**src/rtl/uart_receiver.sv**
```systemverilog
// uart_receiver
// Receive half of the UART: recovers 8N1 frames from an asynchronous serial
// line and presents each byte in a one-entry holding register.
//
// Parameters:
//   CLKS_PER_BIT  clock cycles per serial bit (>= 4)
// Ports:
//   clk        system clock, rising edge
//   rst        synchronous active-high reset
//   RxD        asynchronous serial input, idle high
//   rx_ack     consumer has taken rx_data; clears rx_valid and overrun
//   rx_data    last accepted byte
//   rx_valid   rx_data holds an unread byte
//   overrun    sticky; a finished byte was dropped while rx_valid was set
//   frame_err  one-cycle pulse when the stop bit is sampled low
//   busy       high while a frame is being received
module uart_receiver #(
  parameter int CLKS_PER_BIT = 10416
) (
  input  logic       clk,
  input  logic       rst,
  input  logic       RxD,
  input  logic       rx_ack,
  output logic [7:0] rx_data,
  output logic       rx_valid,
  output logic       overrun,
  output logic       frame_err,
  output logic       busy
);

  localparam int CNT_W = $clog2(CLKS_PER_BIT);
  localparam int HALF  = CLKS_PER_BIT / 2;
  localparam logic [CNT_W-1:0] START_END = CNT_W'(HALF - 1);
  localparam logic [CNT_W-1:0] BIT_END   = CNT_W'(CLKS_PER_BIT - 1);

  typedef enum logic [1:0] {
    IDLE,
    START,
    DATA,
    STOP
  } state_t;

  state_t           state;
  logic [CNT_W-1:0] cycle_cnt;
  logic [2:0]       bit_idx;
  logic [7:0]       shift_reg;
  logic             s1;
  logic             s2;
  logic             flushed;
  logic             armed;

  // Two-flop synchronizer; presets to the idle level so reset never looks
  // like a start bit.
  always_ff @(posedge clk) begin
    if (rst) begin
      s1 <= 1'b1;
      s2 <= 1'b1;
    end else begin
      s1 <= RxD;
      s2 <= s1;
    end
  end

  // After reset the synchronizer holds preset values, so a real high level
  // on the line must be observed before a falling edge can start a frame.
  // flushed marks that s1 holds a genuine line sample; armed latches once
  // such a sample was high. This keeps the tail of an abandoned frame from
  // being mistaken for a start bit.
  always_ff @(posedge clk) begin
    if (rst) begin
      flushed <= 1'b0;
      armed   <= 1'b0;
    end else begin
      flushed <= 1'b1;
      if (flushed && s1) armed <= 1'b1;
    end
  end

  // Receive FSM plus holding register. An rx_ack clears the flags first;
  // an accept in the same cycle then overrides rx_valid, so an ack that
  // collides with a new byte hands the new byte over instead of losing it.
  always_ff @(posedge clk) begin
    if (rst) begin
      state     <= IDLE;
      cycle_cnt <= '0;
      bit_idx   <= '0;
      shift_reg <= '0;
      rx_data   <= '0;
      rx_valid  <= 1'b0;
      overrun   <= 1'b0;
      frame_err <= 1'b0;
      busy      <= 1'b0;
    end else begin
      frame_err <= 1'b0;
      if (rx_ack) begin
        rx_valid <= 1'b0;
        overrun  <= 1'b0;
      end

      case (state)
        IDLE: begin
          cycle_cnt <= '0;
          if (armed && !s2) begin
            state <= START;
            busy  <= 1'b1;
          end
        end

        // Re-check the line at mid start bit; a high level means a glitch.
        START: begin
          if (cycle_cnt == START_END) begin
            cycle_cnt <= '0;
            bit_idx   <= '0;
            if (s2) begin
              state <= IDLE;
              busy  <= 1'b0;
            end else begin
              state <= DATA;
            end
          end else begin
            cycle_cnt <= cycle_cnt + 1'b1;
          end
        end

        // Counting from mid start bit, every full bit period lands on the
        // centre of the next data bit.
        DATA: begin
          if (cycle_cnt == BIT_END) begin
            cycle_cnt          <= '0;
            shift_reg[bit_idx] <= s2;
            bit_idx            <= bit_idx + 1'b1;
            if (bit_idx == 3'd7) state <= STOP;
          end else begin
            cycle_cnt <= cycle_cnt + 1'b1;
          end
        end

        // Leaving at the stop-bit centre lets a start bit that follows
        // immediately be caught on time.
        STOP: begin
          if (cycle_cnt == BIT_END) begin
            cycle_cnt <= '0;
            state     <= IDLE;
            busy      <= 1'b0;
            if (s2) begin
              if (!rx_valid || rx_ack) begin
                rx_data  <= shift_reg;
                rx_valid <= 1'b1;
              end else begin
                overrun <= 1'b1;
              end
            end else begin
              frame_err <= 1'b1;
            end
          end else begin
            cycle_cnt <= cycle_cnt + 1'b1;
          end
        end

        default: begin
          state <= IDLE;
          busy  <= 1'b0;
        end
      endcase
    end
  end

endmodule

```
**config.mk**
```make
export PLATFORM = sky130hd
export DESIGN_NAME = uart_receiver
export DESIGN_NICKNAME = d
export VERILOG_FILES = /design/src/rtl/uart_receiver.sv
export SDC_FILE = /design/constraint.sdc
export NUM_CORES = 1
export LEC_CHECK = 0
export CORE_UTILIZATION = 58
export CTS_BUF_LIST = sky130_fd_sc_hd__clkbuf_8
export CTS_CLUSTER_SIZE = 40
export DETAILED_ROUTE_END_ITERATION = 16
export DONT_BUFFER_PORTS = 1
export PLACE_DENSITY = 0.87
export REMOVE_ABC_BUFFERS = 1
export SYNTH_ARGS = -nofsm -noshare
export SYNTH_HDL_FRONTEND = slang
export SYNTH_SLANG_ARGS = --single-unit
```
**constraint.sdc**
```tcl
create_clock -name clk -period 1.9 [get_ports clk]
set_input_delay 0.19 -clock clk [delete_from_list [all_inputs] [get_ports clk]]
set_output_delay 0.19 -clock clk [all_outputs]
set_load 0.01 [all_outputs]
```
==> impl_results.md, run 1 <==
* Layout cells sized above 1 at 17.8%
* NetSw at 0.316 mW
* Crit-path cells: ha_4 -> nand3_2 -> or4_4 -> nor3_4 -> buf_12 -> mux2i_1 -> nor2_1
* Met2 WL at 1880 µm
* Worst slack, placed at -0.0165 ns
* # clock sinks at 43
* Number of cells on the worst hold path at 1
* Area of the core at 3050 µm²
* Final WS setup at -0.0248 ns
* Clk slew on worst S/H paths at 0.08 ns
* RSZ-0062 raised after global routing: true
* Initial core utilization at between 60% and 70%
* Largest fanout on the critical path at 8
* Worst path max stage delay at 0.57 ns
* Routed len/inst at around 14 µm
* Clk pwr share at between 30% and 40%
* Total gr overflow at 0
* Post-Route WL at 3880 µm
* Peak supply drop at about 0.63 mV
* Status: finished, violations left
* # nets final at around 240
* Placed cell area at just over 2000 µm²
* Yosys warns at 0
* Post-synth EDFFs at 0
* Max Cap Viol at 0
* # H-tree levels at 2
* First-pass GRT wire length at 6240 µm
* Die H at 58.7 µm
* Max FFs per register at 14
* Total GRT Usage at 24.8%
* Placed cell count at 261
* Seq. cell area at between 800 and 900 µm²
* Wire length on met1 at 1700 µm
* DRC at 0
* Mapped cell area at 1860 µm²
* Slew margin rel. at 51.1%
* Final Hold Fails at 0
* Post-synthesis sequential area ratio at 46.2%
* CP Buf/Inv Count at 1
* Top Layer Used: met4
* Pwr dens at 670 nW/µm²
* CTS tree: yes
* Worst setup EP type: flip-flop
* Antenna Cells at 0
* Comb pwr share at under 10%
* Final setup fails at 6
* WP data required at 2.06 ns
* F_max at 520 MHz
* Period utilisation layout at 101%
* Via count at approximately 1600
* Die footprint at 3440 µm²
* Syn avg cell area at 8.95 µm²
* Worst slew pin tran at 0.730 ns
* CP max-delay cell: or4_4
* Mapped Cells at roughly 210
* Worst path arrival time at 2.09 ns
* Vias per cell at 5.70
* Pre-Repair DR Iteration Count at 5
* Number of global-route vias before repair at around 1400
* Clk buf depth at 2
* Distinct cells, synth at 39
* Switching part of the total at 21.3%
* Failing checks: setup timing
* Min-delay worst type: input pin to flip-flop
* Initial antenna violation count at 0
* Register bit total from synthesis at 43
* Ports at 16
* Stages on worst setup path at 7
* P_leak at 0.799 nW
* Critical path's top delay family: simple AND/OR/NAND/NOR gates
* DR iter-0 viols at 80
* DP Wirelength at 2580 µm
* Flop pwr share at approximately 61%
* Clk_lat worst skew at between 0.2 and 0.3 ns
* FF-to-FF path depth at 7
* CTS Root Cell: clkbuf_8
* Die W at about 59 µm
* Routability cong. at 0.924
* Fin crit period at 1.92 ns
* Largest net degree at the start of global routing at 23
* Final Non-Filler Cells at approximately 270
* Asr flop ratio synth at 0%
* I/O Buffers at 0
* Detail Route Antenna Nets at 0
* Final number of max-transition violations at 0
* Final core occ at 72.5%
* Worst Clk Skew at 0.00907 ns
* Footprint of the multi-input gates at 972 µm²
* WS Path Type: flip-flop to flip-flop
* Met3 wire len at 178 µm
* Filler Cell Count at ~210
* Placement Rows at 20
* Int Pwr at 1.17 mW
* Post-synth top flop: dfxtp_1
* Final instance area at 2210 µm²
* Startpoint types: flip-flop
* P&R area growth vs syn at 19.0%
* Num CTS Buffers at 5
[stage by stage]
step	hold slack, ns	setup TNS [ns]	power (mW)
after floorplan	0.259	-0.680	0.945
after global placement	0.263	0	0.952
after detailed placement	0.266	-0.0165	0.954
after CTS	0.00281	0	1.50
after global routing	0.0145	-0.824	1.53
final	0.0131	-0.0969	1.48
[final timing paths]
check / start / endpoint / slack (ns)
worst max-delay path: cycle_cnt[0] / rx_data[4] / -0.02
worst min-delay path: rst / s2 / 0.01
worst max register to register: cycle_cnt[0] / rx_data[4] / -0.02
worst min register to register: s1 / s2 / 0.45
[synthesized netlist by cell type (2+ instances only)]
master     count  area share (%)
dfxtp_1       43              46
nor4_1         2            0.67
nand4_1        2            0.67
nand3_1       10             2.7
nand2_1       14             2.8
buf_2          2            0.54
inv_1          5             1.0
a211oi_1       2            0.81
xnor2_1       10             4.7
a21oi_1        6             1.6
nand4b_1       4             1.9
clkbuf_1       9             1.8
nor2_1        42             8.5
and3_1         3             1.0
mux2i_1       16             8.6
ha_1           3             2.0
nor4_2         2             1.3
nand4bb_1      2             1.2
xor2_1         3             1.4
nor2b_1        2            0.67
o22ai_1        3             1.0
or2_2          2            0.67
o21ai_0        2            0.54
nor3_1         3            0.81
or4_1          2            0.81
[layout by cell type (no fill, tap or decap), types with 3 or more instances in the layout]
master         count
nor3_1             3
and3_1             3
o22ai_1            3
dfxtp_1           41
a21oi_1            6
xor2_1             3
nand2_1           14
inv_1              7
mux2i_1           16
nor2_1            40
xnor2_1           10
clkbuf_8           5
nand3_1            9
dlygate4sd3_1      3
buf_4             20
nand4b_1           4
[area by class of cell]
cell class | count | area share, %
repair buffers | 25 | 9.94
clock inverters | 3 | 0.565
well taps | 44 | 2.49
multi-input cells | 148 | 43.9
clock buffers | 5 | 3.11
inverters | 6 | 1.02
flip-flops and latches | 43 | 39.0
[timing repair]
item                                    in CTS  in global routing
gates resized for setup                      2                  8
hold buffers                                 3                  0
setup buffers                                0                  2
gates cloned                                 0                  0
endpoints found under the setup margin       4                 26
pin swaps                                    0                  3
endpoints found under the hold margin       22                  0
[power by group through the flow]
stage          Sequential (mW)  Clock [mW]  Combinational [mW]
3_3_place_gp             0.931           0              0.0216
5_1_grt                  0.911       0.580              0.0379
2_1_floorplan            0.933           0              0.0120
4_1_cts                  0.910       0.552              0.0331
6_report                 0.910       0.539              0.0341
3_5_place_dp             0.931           0              0.0223
[metal layers]
layer  global-route usage [%]  vias to the layer above
met3                     6.15                       10
met4                     16.7                        0
met1                     30.7                      747
met2                     38.4                       51
li1                         -                      754
met5                        0                        -
[kinds of logic after synthesis]
kind of cell | after synthesis | synth area share (%)
adder cells (fa/ha/maj) | 3 | 2.02
XOR/XNOR | 13 | 6.12
multiplexers | 16 | 8.60
AND/OR/NAND/NOR | 98 | 27.5
AO/OA/AOI/OAI | 18 | 5.98
buffers and inverters | 17 | 3.56
flip-flops | 43 | 46.2
(Power assumes the default switching activity.)
==> inputs of run 2 (changes only) <==
--- a/config.mk
+++ b/config.mk
@@ -5,12 +5,13 @@
 export SDC_FILE = /design/constraint.sdc
 export NUM_CORES = 1
 export LEC_CHECK = 0
-export CORE_UTILIZATION = 58
+export ABC_AREA = 1
+export CORE_UTILIZATION = 59
 export CTS_BUF_LIST = sky130_fd_sc_hd__clkbuf_8
 export CTS_CLUSTER_SIZE = 40
 export DETAILED_ROUTE_END_ITERATION = 16
 export DONT_BUFFER_PORTS = 1
-export PLACE_DENSITY = 0.87
+export PLACE_DENSITY = 0.89
 export REMOVE_ABC_BUFFERS = 1
 export SYNTH_ARGS = -nofsm -noshare
 export SYNTH_HDL_FRONTEND = slang
==> impl_results.md, run 2 <==
* Yosys warns at 0
* F_max at 571 MHz
* Crit-path cells: ha_1 -> nand3_2 -> inv_2 -> nand4_1 -> nor2_4 -> nand3_2 -> nand2_1 -> a21oi_1
* Worst setup EP type: flip-flop
* # clock sinks at 43
* Mux contribution to synthesized area at 0%
* Final instance area at between 2000 and 2500 µm²
* Distinct cells, synth at 30
* RSZ-0062 raised after global routing: false
* Crit-path most repeated cell: nand3_2
* Max FFs per register at 14
* Switching part of the total at 22.1%
* Post-synth EDFFs at 0
* I/O Buffers at 0
* Syn avg cell area at 7.29 µm²
* P_leak at 0.877 nW
* Int Pwr at 1.48 mW
* Post-synth top cells: nand2_1, dfxtp_1, nor2_1
* Total GRT Usage at 26.5%
* # nets final at between 200 and 300
* Area of the core at 3340 µm²
* GR peak layer: met2
* Die footprint at 3720 µm²
* P&R area growth vs syn at 10.2%
* Post-synth top flop: dfxtp_1
* Synth area leaders: dfxtp_1, nand2_1, nor2_1
* Synth top area share at 41.9%
* Post-synthesis sequential area ratio at 41.9%
* Final setup fails at 0
* Peak supply drop at 0.612 mV
* Most common cell in the netlist: nand2_1
* Routed len/inst at 13.4 µm
* Clk slew on worst S/H paths at 0.09 ns
* DP Wirelength at 2970 µm
* Most common cell after layout, fill and taps aside: nand2_1
* Worst Clk Skew at around 0.012 ns
* Worst path arrival time at 1.92 ns
* Slew margin rel. at approximately half
* Pre-Repair DR Iteration Count at 5
* Post-synthesis compound-gate area fraction at 9.50%
* Met1 Track Usage GR at 30.9%
* Final number of max-transition violations at 0
* Fin crit period at 1.75 ns
* Synth Area in Adders at 1.83%
* Post-CTS resize count at 0
* Flop pwr share at 49.4%
* Clk pwr share at a little over two fifths
* Placed cell count at 322
* Detail Route Antenna Nets at 0
* Die H at 61.0 µm
* Final Non-Filler Cells at approximately 340
* Layout cells sized above 1 at approximately 14%
* WP data required at 2.06 ns
* Pwr dens at 838 nW/µm²
* Via count at 1860
* Worst path max stage delay at approximately 0.35 ns
* Largest net degree at the start of global routing at 21
* Area leader, netlist: dfxtp_1
* Synth Area in XOR/XNOR at 2.56%
* Fin Hold WS at 0.0747 ns
* Routability cong. at between 0.8 and 0.9
* Final Power at 1.90 mW
* DR iter-0 viols at 148
* CP max-delay cell: dfxtp_1
* Final Hold Fails at 0
* Clk_lat worst skew at 0.31 ns
* Num CTS Buffers at 5
* Initial core utilization at 61.6%
* Clk buf depth at 2
* Commonest non-fill, non-tap cells in the layout: nand2_1, dfxtp_1, nor2_1, inv_1, a21oi_1
* Ports at 16
* Die W at 61.0 µm
* CTS Root Cell: clkbuf_8
* Final core occ at 67.8%
* Final WS setup at between 0.1 and 0.15 ns
* Status: completed
* CTS tree: yes
* DRC at 0
* Largest family of logic cells by synthesized area: simple AND/OR/NAND/NOR gates
* Post-route setup TNS at 0 ns
* Period utilisation layout at 92.2%
* Mapped cell area at 2050 µm²
* NetSw at between 0.4 and 0.5 mW
* Global routing met2 resource utilization at between 40% and 50%
* Worst slew pin tran at 0.734 ns
* First-pass GRT wire length at 7190 µm
* Antenna Cells at 0
* Max Cap Viol at 0
* Vias per cell at 5.55
* Initial antenna violation count at 0
* WS Path Type: flip-flop to flip-flop
* Mapped Cells at 282
* Largest fanout on the critical path at 8
* Min-delay worst type: input pin to flip-flop
* Met3 usage at a little under a tenth
* Register bit total from synthesis at 43
* Startpoint types: flip-flop
* Asr flop ratio synth at 0%
* Placement Rows at 21
* Comb pwr share at 6.6%
* Worst slack, placed at 0.206 ns
* Simple-gate share of the synthesized area at 35.8%
* Placed cell area at between 2000 and 2500 µm²
* Total gr overflow at 0
* Number of global-route vias before repair at 1738
* Post-Route WL at 4510 µm
* # H-tree levels at 2
## run 2: cell types whose count changed after synthesis, moves of 5 or more
cell	delta
a21oi_1	+14
clkbuf_1	-6
inv_1	+23
mux2i_1	-16
nand2_1	+34
nand2_2	+5
nand3_1	+5
nand4_1	+14
nor2_2	+5
nor3_1	+6
o21ai_1	+7
xnor2_1	-10
## run 2: metal layers
layer / wire (µm) / part of all wire, %
met5: 0 / 0
met4: 79 / 1.8
met3: 219 / 4.9
met2: 2160 / 48
met1: 2040 / 45
## run 2: logic make-up (layout without fill, tap and decap cells)
family | count (synthesis) | after routing
compound gates | 36 | 36
fa+ha+maj | 3 | 3
flops | 43 | 43
buf+inv | 42 | 49
simple gates | 152 | 152
xor+xnor | 6 | 6
## run 2: final timing paths
check | from | end | slack [ns] | cells after the start
setup / recovery | cycle_cnt[0] | rx_data[2] | 0.15 | 8
hold / removal | rx_ack | overrun | 0.07 | 3
setup reg to reg | cycle_cnt[0] | rx_data[2] | 0.15 | 8
hold reg to reg | cycle_cnt[0] | cycle_cnt[0] | 0.45 | 1
## run 2: layout make-up
type / instances / area, µm²
multi-input cells: 197 / 1020
inverters: 33 / 126
clock inverters: 3 / 63.8
repair buffers: 8 / 65.1
fillers: 271 / 1070
clock buffers: 5 / 68.8
well taps: 46 / 57.6
flip-flops and latches: 43 / 861
## run 2: repair_timing
action	in CTS	in global routing
endpoints found under the hold margin	20	0
hold buffers	2	0
buffers inserted	0	3
setup endpoints to repair	0	2
## run 2: worst max-delay path: cells and delay by family (launching register included)
kind / cells / cell delay [ns]
buffers and inverters: 1 / 0.11
adder cells (fa/ha/maj): 1 / 0.23
AO/OA/AOI/OAI: 1 / 0.07
flip-flops: 1 / 0.35
AND/OR/NAND/NOR: 5 / 0.87
## run 2: power groups by stage
stage | registers, mW | logic [mW] | clock network [mW]
after CTS | 0.937 | 0.122 | 0.840
after floorplan | 0.958 | 0.0850 | 0
after global placement | 0.958 | 0.110 | 0
after detailed placement | 0.959 | 0.111 | 0
final | 0.938 | 0.125 | 0.835
after global routing | 0.940 | 0.143 | 0.871
